`src/rtl/spi_pkg.sv`:
```
// Shared definitions for the single-clock SPI link (master and slave ends).
package spi_pkg;

  localparam int CMD_W  = 10;
  localparam int DATA_W = 8;

  localparam logic [1:0] OP_WR_ADDR = 2'b00;
  localparam logic [1:0] OP_WR_DATA = 2'b01;
  localparam logic [1:0] OP_RD_ADDR = 2'b10;
  localparam logic [1:0] OP_RD_DATA = 2'b11;

  typedef enum logic [2:0] {
    S_IDLE     = 3'd0,
    S_SEL      = 3'd1,
    S_CMD      = 3'd2,
    S_SHIFT    = 3'd3,
    S_RD_WAIT  = 3'd4,
    S_RD_SHIFT = 3'd5,
    S_GAP      = 3'd6
  } mst_state_e;

  typedef struct packed {
    logic [1:0]        op;
    logic [DATA_W-1:0] payload;
  } cmd_t;

  function automatic logic is_rd_data(input logic [1:0] op);
    return op == OP_RD_DATA;
  endfunction

endpackage

```
`src/rtl/spi_shift_reg.sv`:
```
// Width-parameterised shift register: parallel load, MSB-first shift with serial input.
// q_nxt exposes the value the register takes on the next edge.
module spi_shift_reg #(
  parameter int W = 8
) (
  input  logic         clk,
  input  logic         rst_n,
  input  logic         load,
  input  logic [W-1:0] load_val,
  input  logic         shift_en,
  input  logic         shift_in,
  output logic [W-1:0] q,
  output logic [W-1:0] q_nxt
);

  always_comb begin
    q_nxt = q;
    if (load)
      q_nxt = load_val;
    else if (shift_en)
      q_nxt = {q[W-2:0], shift_in};
  end

  always_ff @(posedge clk or posedge rst_n) begin
    if (rst_n)
      q <= '0;
    else
      q <= q_nxt;
  end

endmodule

```
`src/rtl/spi_master.sv`:
```
// SPI master on the shared system clock: SEL, command bit, 10-bit command, optional 8-bit read.
// Optional SPI_MASTER_REQ_ERR_EN adds req_err, a pulse for each start dropped while busy.
module spi_master
  import spi_pkg::*;
#(
  parameter int RD_LATENCY = 2,
  parameter int IDLE_GAP   = 1
) (
  input  logic              clk,
  input  logic              rst_n,
  input  logic              start,
  input  logic [CMD_W-1:0]  cmd_din,
  output logic              busy,
  output logic              done,
  output logic [DATA_W-1:0] rd_data,
  output logic              rd_valid,
`ifdef SPI_MASTER_REQ_ERR_EN
  output logic              req_err,
`endif
  output logic              SS_n,
  output logic              MOSI,
  input  logic              MISO
);

  // Terminal counts of the shared bit counter; WAIT_LAST is unused when RD_LATENCY is 1.
  localparam logic [3:0] SHIFT_LAST = 4'(CMD_W - 1);
  localparam logic [3:0] RX_LAST    = 4'(DATA_W - 1);
  localparam logic [3:0] WAIT_LAST  = 4'(RD_LATENCY - 2);
  localparam logic [3:0] GAP_LAST   = 4'(IDLE_GAP - 1);

  mst_state_e state, nxt_state;
  logic [3:0] cnt;
  logic       rd_frame;
  logic       accept;
  cmd_t       cmd_in;

  logic [CMD_W-1:0]  tx_q, tx_nxt;
  logic [DATA_W-1:0] rx_q, rx_nxt;

  logic ss_n_d, mosi_d, done_d, rd_valid_d, rd_cap;

  assign cmd_in = cmd_din;
  assign busy   = (state != S_IDLE);
  assign accept = (nxt_state == S_SEL);

  // State register
  always_ff @(posedge clk or posedge rst_n) begin
    if (rst_n)
      state <= S_IDLE;
    else
      state <= nxt_state;
  end

  // Next-state logic; the last GAP cycle doubles as an accept slot for back-to-back frames.
  always_comb begin
    nxt_state = state;
    case (state)
      S_IDLE:     if (start) nxt_state = S_SEL;
      S_SEL:      nxt_state = S_CMD;
      S_CMD:      nxt_state = S_SHIFT;
      S_SHIFT:
        if (cnt == SHIFT_LAST) begin
          if (!rd_frame)            nxt_state = S_GAP;
          else if (RD_LATENCY == 1) nxt_state = S_RD_SHIFT;
          else                      nxt_state = S_RD_WAIT;
        end
      S_RD_WAIT:  if (cnt == WAIT_LAST) nxt_state = S_RD_SHIFT;
      S_RD_SHIFT: if (cnt == RX_LAST)   nxt_state = S_GAP;
      S_GAP:      if (cnt == GAP_LAST)  nxt_state = start ? S_SEL : S_IDLE;
      default:    nxt_state = S_IDLE;
    endcase
  end

  // Output logic: next values of the registered pins
  always_comb begin
    ss_n_d     = 1'b1;
    mosi_d     = 1'b0;
    done_d     = 1'b0;
    rd_valid_d = 1'b0;
    rd_cap     = 1'b0;
    case (nxt_state)
      S_SEL, S_RD_WAIT, S_RD_SHIFT: ss_n_d = 1'b0;
      S_CMD, S_SHIFT: begin
        ss_n_d = 1'b0;
        mosi_d = tx_q[CMD_W-1];
      end
      default: ;
    endcase
    if (nxt_state == S_GAP && state != S_GAP) begin
      done_d     = 1'b1;
      rd_valid_d = (state == S_RD_SHIFT);
      rd_cap     = (state == S_RD_SHIFT);
    end
  end

  // Counter restarts on every state change, so it never runs past a terminal count.
  always_ff @(posedge clk or posedge rst_n) begin
    if (rst_n)
      cnt <= '0;
    else if (nxt_state != state || state == S_IDLE)
      cnt <= '0;
    else
      cnt <= cnt + 4'd1;
  end

  always_ff @(posedge clk or posedge rst_n) begin
    if (rst_n)
      rd_frame <= 1'b0;
    else if (accept)
      rd_frame <= is_rd_data(cmd_in.op);
  end

  always_ff @(posedge clk or posedge rst_n) begin
    if (rst_n) begin
      SS_n     <= 1'b1;
      MOSI     <= 1'b0;
      done     <= 1'b0;
      rd_valid <= 1'b0;
      rd_data  <= '0;
    end else begin
      SS_n     <= ss_n_d;
      MOSI     <= mosi_d;
      done     <= done_d;
      rd_valid <= rd_valid_d;
      if (rd_cap)
        rd_data <= rx_nxt;
    end
  end

`ifdef SPI_MASTER_REQ_ERR_EN
  always_ff @(posedge clk or posedge rst_n) begin
    if (rst_n)
      req_err <= 1'b0;
    else
      req_err <= start && busy && !accept;
  end
`endif

  // TX holds the command; MOSI takes its MSB, shifting from the CMD cycle onward.
  spi_shift_reg #(.W(CMD_W)) u_tx (
    .clk      (clk),
    .rst_n    (rst_n),
    .load     (accept),
    .load_val (cmd_din),
    .shift_en (state == S_CMD || state == S_SHIFT),
    .shift_in (1'b0),
    .q        (tx_q),
    .q_nxt    (tx_nxt)
  );

  spi_shift_reg #(.W(DATA_W)) u_rx (
    .clk      (clk),
    .rst_n    (rst_n),
    .load     (accept),
    .load_val ('0),
    .shift_en (state == S_RD_SHIFT),
    .shift_in (MISO),
    .q        (rx_q),
    .q_nxt    (rx_nxt)
  );

  logic unused_bits;
  assign unused_bits = ^{tx_q[CMD_W-2:0], tx_nxt, rx_q, cmd_in.payload};

endmodule

```
`config.mk`:
```
export PLATFORM = sky130hd
export DESIGN_NAME = spi_master
export DESIGN_NICKNAME = d
export VERILOG_FILES = /design/src/rtl/spi_pkg.sv /design/src/rtl/spi_shift_reg.sv /design/src/rtl/spi_master.sv
export SDC_FILE = /design/constraint.sdc
export NUM_CORES = 1
export LEC_CHECK = 0
export BUFFER_PORTS_ARGS = -buffer_cell sky130_fd_sc_hd__clkbuf_2
export CAP_MARGIN = 20
export CORE_ASPECT_RATIO = 1.4
export CORE_MARGIN = 8
export CORE_UTILIZATION = 45
export CTS_BUF_LIST = sky130_fd_sc_hd__clkbuf_8
export DETAILED_ROUTE_END_ITERATION = 8
export GPL_ROUTABILITY_DRIVEN = 1
export PLACE_DENSITY = 0.63
export SLEW_MARGIN = 10
export SYNTH_ARGS = -nofsm -noshare
export SYNTH_HDL_FRONTEND = slang
export SYNTH_SLANG_ARGS = --single-unit
```
`constraint.sdc`:
```
create_clock -name clk -period 1.9 [get_ports clk]
set_input_delay 0.38 -clock clk [delete_from_list [all_inputs] [get_ports clk]]
set_output_delay 0.38 -clock clk [all_outputs]
set_load 0.02 [all_outputs]
```
# After elaboration in Yosys (flattened, before gate mapping)
# Cells that the tools add are included.
totals:
  reg_bits: 38
  in_bits: 14
  word_cells: 54
op_classes:
  addsub: 1
  n_eq_ne: 17
  muxes: 17
  reduce_logical: 9
op_table:
  columns: ["cell", "count"]
  rows:
  - ["one-hot mux 3 bit (7 select lines)", 1]
  - ["2-to-1 mux 10 bit", 2]
  - ["== test 3 bit (second input constant)", 6]
  - ["2-to-1 mux 8 bit", 2]
  - ["2-to-1 mux 3 bit", 5]
  - ["== test 3 x 2 -> 1 bit (second input constant)", 4]
  - ["== test 3 x 1 -> 1 bit (second input constant)", 2]
  - ["2-to-1 mux 1 bit", 5]
  - ["OR reduction 5 bit", 1]
  - ["adder 4 x 1 -> 4 bit (second input constant)", 1]
  - ["== test 4 x 3 -> 1 bit (second input constant)", 1]
  - ["== test 4 bit (second input constant)", 1]
  - ["zero test 4 bit", 1]
  - ["2-to-1 mux 4 bit", 1]
  - ["zero test 3 bit", 1]
  - ["inequality test 3 bit", 1]
  - ["inequality test 3 bit (second input constant)", 1]
  - ["nonzero test 3 bit", 1]
  - ["== test 2 bit (second input constant)", 1]
  - ["logical OR 1 bit", 2]
  - ["2-to-1 mux 2 bit", 1]
  - ["nonzero test 2 bit", 1]
  - ["OR reduction 2 bit", 1]
  - ["logical AND 1 bit", 1]

# Longest topological paths before layout
# Gate-level depths: netlist of the first run.
depth:
  depth_word: 6
  ltp_mapped: 9

# Cells and area by module
# From an unflattened synthesis of the first run, not the netlist that was laid out.
unflattened:
  hier_cells: 185
  area_unflattened_um2: 1891.8
by_module_without_submodules:
  columns: ["mod", "instances", "cells_per_inst", "area_each_um2", "seq_area_each_um2"]
  rows:
  - ["spi_master", 1, 106, 1048.5, 501.7]
  - ["spi_shift_reg at u_tx", 1, 44, 466.7, 250.2]
  - ["spi_shift_reg at u_rx", 1, 35, 376.6, 200.2]

# Least setup slack after synthesis of the first run
# No wires, ideal clock.
synth_timing:
  kind: "register -> register"
  from: "reg cnt[0]"
  to: "reg u_tx.q[9]"
  setup_time_ns: 0.126
  arrival_time_ns: 1.601
  path_slack_ns: 0.173
  stages_incl_launch_ff: 8
  path_buffers: 1
  period_less_slack_ns: 1.727
  path_cell_list: "dfrtp_1 > inv_1 > ha_1 > nor3b_2 > a32oi_1 > a22oi_2 > buf_6 > a221o_1"
synth_between:
  elab_chain_len: 5
  word_cells_on_any_way: 11
  classes_between: "eq/ne: 3; mux: 6; reduce/logical: 2"
synth_rtl:
  columns: ["item", "line", "rtl"]
  rows:
  - ["start, declared", "spi_master.sv:32", "logic [3:0] cnt;"]
  - ["start signal, assigned", "spi_master.sv:103", "cnt <= cnt + 4'd1;"]
  - ["== test 4 x 3 -> 1 bit, or another cell as far along", "spi_master.sv:68", "S_RD_SHIFT: if (cnt == RX_LAST) nxt_state = S_GAP;"]
  - ["2-to-1 mux 3 bit, on equally long branches", null, null]
  - ["one-hot mux 3 bit (7 select lines) *", "spi_master.sv:57", "case (state)"]
  - ["== test 3 x 1 -> 1 bit *", "spi_master.sv:44", "assign accept = (nxt_state == S_SEL);"]
  - ["2-to-1 mux 10 bit / nonzero test 2 bit (equally long branches)", null, null]
  - ["end signal, assigned", "spi_shift_reg.sv:28", "q <= q_nxt;"]
  - ["end, declared", "spi_shift_reg.sv:12", "output logic [W-1:0] q,"]
# Mark *: on every way between the ends. The rest lies on a longest branch, timed or not.
# A chain may end at the register's enable or synchronous reset.

# Worst setup path after layout of the first run
# Ends and elaborated chain as after synthesis.

==> impl_metrics.yaml, run 1 <==
timing:
  fin_crit_sh: 0.954
  rsz0062_at_grt: "yes"
  fin_hold_ws_ns: 0.162
  finalSetupViolCount: 0
  hold_violations: 0
  max_freq_mhz: 552
  fin_crit_ns: 1.81
  finalClockSkew_ns: 0.00680
  relSlewSlack: 0.700
  worst_pin_slew_ns: 0.451
  slew_violations: 0
pwr:
  leakage_uw: 0.00104
  powerDensity_nw_per_um2: 1190
  peakVddDrop_mv: 0.778
  total_power_uw: 2490
cts:
  clockBufferDepth: 2
  holdBufCountCts: 0
  cts_tree: "built"
  cts.sinks: 37
  insertion_delay_ns: 0.29
  htree_levels: 2
  cts_root_buf: "clkbuf_8"
  cts_buffers: 5
  path_clk_slew_ns: 0.08
synth:
  syn-num-nets: 170
  syn-cell-area_um2: 1740
  async_flop_share: 1.00
  syn_inst: 153
  syn-mean-instance-area_um2: 11.4
  synth_edf_count: 0
  synthFlopType: "dfrtp_1"
  ys_warn_count: 0
  ys_types: 40
  ys_ff_latch: 37
  ys_seq_area_frac: 0.533
layout:
  area_growth_pct: 20.5
  final_util: 0.570
  nets: 209
  antenna_cells: 0
  drive_above_1_share: 0.363
place:
  place_hpwl_mm: 2.36
  place.port_buffers: 26
  gp_congestion: 0.814
floorplan:
  die_w_um: 68.5
  dieArea_um2: 6140
  io_pins: 27
  start_util: 0.473
  core_um2: 3680
  die_y_um: 89.6
  rows: 26
run_status:
  outcome: "finished, final reports clean"
worst_hold_path:
  hold_class: "in2async"
critical_path:
  worst-setup-path-type: "reg2reg"
  cp-start-kind: "flip-flop"
  arrival_ns: 1.98
  cp_max_fo: 5
  cp-end-kind: "flip-flop"
  required_ns: 2.06
  r2r_slack_ns: 0.09
detailed_routing:
  top_layer_used: "met4"
  wirelength_mm: 3.36
  vias: 1221
  wl_met2_mm: 1.74
  m1WireLength_mm: 1.42
  drcViolationCount: 0
  via_per_inst: 5.20
  routedWlPerCell_um: 14.3
  ant_nets: 0
  first_pass_iters: 4
  drt_iter0_markers: 81
  wl_met3_um: 187
flow_run:
  maxCapViolCount: 0
global_routing:
  grt_start_max_net_pins: 38
  grt_pass1_vias: 1259
  antenna_found_initial: 0
  grt-ovfl-total: 0
  grt_pass1_wl_mm: 5.60
  gr-usage-all-layers: 0.120
[what timing repair did]
| item | in CTS | in global routing |
|---|---|---|
| gates cloned | 0 | 3 |
| setup endpoints to repair | 6 | 17 |
| pin swaps | 0 | 1 |
| setup buffers | 0 | 2 |
| resized for setup | 1 | 14 |
[cells in the mapped netlist (2+ instances only)]
cell type / count / area share
and3_1: 2 / 0.0072
buf_2: 4 / 0.012
buf_6: 3 / 0.019
dfrtp_1: 36 / 0.52
ha_1: 3 / 0.022
inv_1: 7 / 0.015
mux2_2: 8 / 0.052
mux2i_1: 15 / 0.086
nand2_1: 11 / 0.024
nand2b_1: 3 / 0.011
nand3_1: 2 / 0.0058
nand3b_1: 3 / 0.013
nor2_1: 13 / 0.028
nor2b_1: 3 / 0.011
nor3b_2: 2 / 0.014
o21ai_0: 12 / 0.035
o21ai_1: 2 / 0.0058
xnor2_1: 2 / 0.010
[metal layers]
metal  global-route usage  vias up
met5                    0        -
met2                0.187       25
met4               0.0505        0
li1                     -      602
met1                0.137      592
met3               0.0565        2
[final timing paths]
path                            startpoint          to  cells past startpoint
worst max-delay path                cnt[0]   u_tx.q[9]                      6
worst min-delay path                 rst_n  rd_data[3]                      3
worst max register to register      cnt[0]   u_tx.q[9]                      6
worst min register to register      cnt[0]      cnt[0]                      1
max in group asynchronous            rst_n      cnt[0]                      3
min in group clk                cmd_din[3]   u_tx.q[3]                      3
[where the power goes]
group / switching [µW] / leakage, µW / internal [µW] / total [µW]
clock: 287 / 0.0000364 / 257 / 544
sequential: 128 / 0.000493 / 942 / 1070
combinational: 459 / 0.000510 / 418 / 877
total: 874 / 0.00104 / 1620 / 2490
[placed cells by master (no fill, tap or decap), types with 3 or more instances in the layout]
master      instances
nand3b_1            3
inv_1               5
buf_4              11
clkbuf_8            5
o21ai_0            12
buf_6               3
mux2i_1            15
dfrtp_1            34
nand2b_1            3
mux2_2              8
ha_1                3
nand2_1            11
clkinvlp_4          3
clkbuf_2           26
nor2_1             13
[area by class of cell]
class	instances	area, µm²
clock buffers	5	68.8
clock inverters	3	22.5
fillers	317	1580
inverters	7	26.3
multi-input cells	101	749
flip-flops and latches	37	930
well taps	42	52.6
repair buffers	40	246
[through the flow]
| step | worst slack (ns) | instances | cell area, µm² | TNS [ns] |
|---|---|---|---|---|
| 2_1_floorplan | 0.173 | 153 | 1740 | 0 |
| 3_3_place_gp | 0.0594 | 222 | 1930 | 0 |
| 3_5_place_dp | -0.0203 | 222 | 1930 | -0.0254 |
| 4_1_cts | 0.00970 | 230 | 2030 | 0 |
| 5_1_grt | -0.0217 | 235 | 2100 | -0.0651 |
| 6_report | 0.0868 | 235 | 2100 | 0 |
[flip-flops by register name, indices dropped and copies added (netlist names)]
signal    cells
u_rx.q        7
rd_data       8
rd_valid      1
MOSI          1
SS_n          1
u_tx.q       10
state         3
rd_frame      1
done          1
cnt           4
[critical path, cell delays in order (launching register included)]
cell and delay, ns:
dfrtp_2 0.41, ha_1 0.20, nand3b_1 0.20, a32oi_2 0.29, a22oi_2 0.14, buf_6 0.15, a221o_1 0.30
[cell families after synthesis]
kind of cell             count (synthesis)  synth area share
flip-flops                              37             0.533
adder cells (fa/ha/maj)                  3            0.0216
buffers and inverters                   15            0.0482
AND/OR/NAND/NOR                         46             0.142
multiplexers                            23             0.138
XOR/XNOR                                 3            0.0151
AO/OA/AOI/OAI                           26             0.102
Note: power is estimated with default switching activity, not from simulation.
==> run 2: changes to the inputs <==
- clock period: 1.9 -> 2.15 ns (I/O delays scaled with it)
==> run 2 against run 1 <==
Utilization down 1.2 points; sequential share of layout area up 0.80 points; combinational power down 21%; clock skew down 0.0050 ns; critical endpoint unchanged; power down 10%; non-clock buffer count down 7; clock power up 9.9%.
==> impl_metrics.yaml, run 2 (synthesis gave the netlist of run 1 again) <==
layout:
  regMostFlops: "u_tx.q"
  top_regs: "u_tx.q (10), rd_data (8), u_rx.q (7)"
  nets: 202
  drive_above_1_share: 0.296
  final_common_cell: "dfrtp_1"
  largest_reg_flops: 10
  area_growth_pct: 18.1
  final_util: 0.559
  antenna_cells: 0
  layout_common_cells: "dfrtp_1 (36), clkbuf_2 (26), mux2i_1 (15), nor2_1 (13), o21ai_0 (12)"
detailed_routing:
  vias: 1223
  via_per_inst: 5.36
  first_pass_iters: 4
  wirelength_mm: 3.45
  ant_nets: 0
  routedWlPerCell_um: 15.1
  drt_iter0_markers: 64
  drcViolationCount: 0
cts:
  insertion_delay_ns: 0.28
  cts_root_buf: "clkbuf_8"
  cts_buffers: 5
  htree_levels: 2
  clockBufferDepth: 2
  cts.sinks: 37
  cts_tree: "built"
  path_clk_slew_ns: 0.07
global_routing:
  gr-usage-all-layers: 0.131
  grt_start_max_net_pins: 29
  grt_pass1_vias: 1354
  grt_pass1_wl_mm: 6.09
  grt-ovfl-total: 0
  antenna_found_initial: 0
pwr:
  combPwrFrac: 0.312
  switching_share: 0.323
  power.internal_uw: 1510
  peakVddDrop_mv: 0.647
  p_switching_uw: 721
  p_seq_frac: 0.419
  clkPwrFrac: 0.268
  total_power_uw: 2230
  leakage_uw: 0.00103
  powerDensity_nw_per_um2: 1090
timing:
  rsz0062_at_grt: "no"
  hold_violations: 0
  max_freq_mhz: 508
  worst_pin_slew_ns: 0.470
  finalSetupViolCount: 0
  fin_crit_sh: 0.915
  finalClockSkew_ns: 0.00182
  slew_violations: 0
  relSlewSlack: 0.686
  fin_tns_setup_ns: 0
  fin_crit_ns: 1.97
floorplan:
  dieArea_um2: 6140
  start_util: 0.473
  core_um2: 3680
  die_y_um: 89.6
  rows: 26
  io_pins: 27
  die_w_um: 68.5
place:
  gp_congestion: 0.789
  place_hpwl_mm: 2.57
  place.port_buffers: 26
critical_path:
  cp-end-kind: "flip-flop"
  cp-start-kind: "flip-flop"
  required_ns: 2.32
  worst-setup-path-type: "reg2reg"
  arrival_ns: 2.13
  cp_max_fo: 5
run_status:
  outcome: "finished, final reports clean"
flow_run:
  maxCapViolCount: 0
worst_hold_path:
  hold_class: "in2reg"
## run 2: worst max-delay path: stages (launching register included)
cell and delay [ns]:
dfrtp_1 0.43, inv_1 0.08, ha_1 0.13, nor3b_2 0.31
a32oi_1 0.23, a22oi_2 0.32, nor3b_1 0.09, a221o_1 0.27
## run 2: layer usage
metal / global-route usage / part of all wire
met5: 0 / 0
met4: 0.0617 / 0.023
met2: 0.221 / 0.53
met3: 0.0439 / 0.045
met1: 0.141 / 0.40
## run 2: cell type report
class                           count  area [µm²]
Clock buffer                        6        82.6
Clock inverter                      2        33.8
Fill cell                         343        1620
Inverter                            7        26.3
Multi-Input combinational cell    101         733
Sequential cell                    37         927
Tap cell                           42        52.6
Timing Repair Buffer               33         198
## run 2: final timing paths
path                            slack [ns]  startpoint  cells after the start          to
worst min register to register        0.51  rd_data[7]                      1  rd_data[7]
max in group asynchronous             1.10       rst_n                      4        SS_n
min in group asynchronous             0.55       rst_n                      3   u_rx.q[1]
worst min-delay path                  0.36  cmd_din[2]                      3   u_tx.q[2]
worst max register to register        0.18      cnt[0]                      7   u_tx.q[9]
worst max-delay path                  0.18      cnt[0]                      7   u_tx.q[9]
## run 2: timing repair
| item | 4_1_cts | 5_1_grt |
|---|---|---|
| hold endpoints to repair | 2 | 0 |
| setup buffers | 0 | 0 |
| gates resized for setup | 0 | 1 |
| hold buffers | 1 | 0 |
| setup endpoints to repair | 0 | 2 |
## run 2: power groups by stage
stage / clock [µW] / combinational [µW] / sequential (µW)
detailed placement: 0 / 688 / 947
finish: 598 / 697 / 935
floorplan: 0 / 537 / 921
CTS: 622 / 693 / 935
global placement: 0 / 660 / 936
global route: 642 / 786 / 955
## run 2: through the flow
step	hold WS [ns]	cell area [µm²]	cells	setup WS, ns
5_1_grt	0.360	2050	228	0.0587
3_5_place_dp	0.288	1920	219	0.142
4_1_cts	0.346	2050	228	0.125
6_report	0.357	2050	228	0.182
3_3_place_gp	0.283	1920	219	0.299
2_1_floorplan	0.477	1740	153	0.423
==> run 3: changes to the inputs <==
--- a/config.mk
+++ b/config.mk
@@ -6,5 +6,5 @@
 export NUM_CORES = 1
 export LEC_CHECK = 0
-export BUFFER_PORTS_ARGS = -buffer_cell sky130_fd_sc_hd__clkbuf_2
+export BUFFER_PORTS_ARGS = -buffer_cell sky130_fd_sc_hd__buf_4
 export CAP_MARGIN = 20
 export CORE_ASPECT_RATIO = 1.4
==> constraint.sdc (replaced) <==
create_clock -name clk -period 2.15 [get_ports clk]
set_input_delay 0.1075 -clock clk [delete_from_list [all_inputs] [get_ports clk]]
set_output_delay 0.1075 -clock clk [all_outputs]
set_load 0.02 [all_outputs]
==> run 3 against run 2 <==
Routed wire length fell by 4.9%; maximum frequency rose by 1.5%; combinational power fell by 2.9%; flip-flop and latch count did not move; power rose by 4.4%; sequential share of layout area fell by 1.4 points; clock power rose by 17%; die area did not move; final cell count fell by 0.88%.
==> impl_metrics.yaml, run 3 (synthesis gave the netlist of run 1 again) <==
run_status:
  outcome: "finished, final reports clean"
timing:
  fin_crit_ns: 1.94
  relSlewSlack: 0.700
  fin_tns_setup_ns: 0
  fin_ws_ns: 0.210
  max_freq_mhz: 516
  slew_violations: 0
  finalClockSkew_ns: 0.00296
  hold_violations: 0
  fin_crit_sh: 0.902
  worst_pin_slew_ns: 0.450
  rsz0062_at_grt: "no"
  finalSetupViolCount: 0
detailed_routing:
  top_layer_used: "met4"
  wirelength_mm: 3.28
  vias: 1206
  drt_iter0_markers: 88
  routedWlPerCell_um: 14.5
  wl_met3_um: 151
  via_per_inst: 5.34
  ant_nets: 0
  drcViolationCount: 0
  wl_met2_mm: 1.72
  m1WireLength_mm: 1.38
  first_pass_iters: 4
floorplan:
  io_pins: 27
  die_w_um: 68.5
  core_um2: 3680
  rows: 26
  start_util: 0.473
  dieArea_um2: 6140
  die_y_um: 89.6
critical_path:
  cp_max_fo: 28
  required_ns: 2.31
  arrival_ns: 2.10
  worst-setup-path-type: "reg2reg"
  critPathSlowestCell: "dfrtp_1"
  r2r_slack_ns: 0.21
  cp-start-kind: "flip-flop"
  max_stage_delay_ns: 0.42
  path_cells: "inv_1 -> ha_1 -> nor3b_2 -> a32oi_1 -> a22oi_2 -> buf_12 -> a221o_1"
  cp-end-kind: "flip-flop"
pwr:
  leakage_uw: 0.00104
  powerDensity_nw_per_um2: 1100
  peakVddDrop_mv: 0.638
  total_power_uw: 2330
cts:
  cts_buffers: 5
  cts_root_buf: "clkbuf_8"
  clockBufferDepth: 2
  htree_levels: 2
  insertion_delay_ns: 0.28
  cts.sinks: 37
  cts_setup_buffers: 0
  path_clk_slew_ns: 0.07
  cts_tree: "built"
layout:
  final_cells: 226
  top_regs: "u_tx.q (10), rd_data (8), u_rx.q (7)"
  final_common_cell: "dfrtp_1"
  layout_common_cells: "dfrtp_1 (36), buf_4 (29), mux2i_1 (15), nor2_1 (13), o21ai_0 (12)"
  nets: 200
  regArea_um2: 927
  antenna_cells: 0
  drive_above_1_share: 0.293
  regMostFlops: "u_tx.q"
  final_util: 0.577
  multi_input_area_um2: 733
  area_growth_pct: 21.9
  n_fill_cell: 333
  largest_reg_flops: 10
global_routing:
  grt-ovfl-total: 0
  gr-usage-all-layers: 0.127
  grt_pass1_vias: 1317
  antenna_found_initial: 0
  grt_pass1_wl_mm: 5.99
  grt_start_max_net_pins: 38
place:
  gp_congestion: 0.830
  place.port_buffers: 26
  place_hpwl_mm: 2.41
  place_ws_ns: 0.206
  placed_cells: 217
flow_run:
  maxCapViolCount: 0
worst_hold_path:
  hold_class: "in2reg"
==> run 3: power breakdown <==
group / switching, µW / internal (µW)
Combinational: 364 / 313
Sequential: 125 / 828
Clock: 236 / 461
==> run 3: final cells by class <==
class	instances	share of cell area
clock buffer	5	0.0324
clock inverter	3	0.0307
inverter	7	0.0124
multi-input combinational	101	0.346
sequential	37	0.437
tap	42	0.0248
timing repair buffer	31	0.117
==> run 3: final timing paths <==
check                           start    endpoint  cells after the start
setup / recovery               cnt[0]   u_tx.q[9]                      7
min in group asynchronous       rst_n   u_rx.q[2]                      4
hold reg to reg            rd_data[6]  rd_data[6]                      1
max in group asynchronous       rst_n        SS_n                      4
setup reg to reg               cnt[0]   u_tx.q[9]                      7
hold / removal             cmd_din[2]   u_tx.q[2]                      3
==> run 3: repair_timing <==
action,4_1_cts,5_1_grt
hold endpoints to repair,36,0
resized for setup,0,1
setup endpoints to repair,0,1
hold buffers,1,0
==> run 3: layer usage <==
metal  track usage  vias to the layer above
met5             0                        -
met4        0.0486                        0
met3        0.0464                        4
met2         0.201                       22
met1         0.150                      592
li1              -                      588
==> run 3: metrics by stage <==
step | hold WS, ns | instance area [µm²]
2_1_floorplan | 0.224 | 1740
3_3_place_gp | 0.242 | 1970
4_1_cts | 0.0252 | 2120
3_5_place_dp | 0.253 | 1970
6_report | 0.0301 | 2120
5_1_grt | 0.0193 | 2120
==> run 3: worst max-delay path: cells and delay by family (launching register included) <==
kind            cells  cell delay, ns
flops               1            0.42
buf+inv             2            0.24
fa+ha+maj           1            0.18
simple gates        1            0.18
compound gates      3            0.80
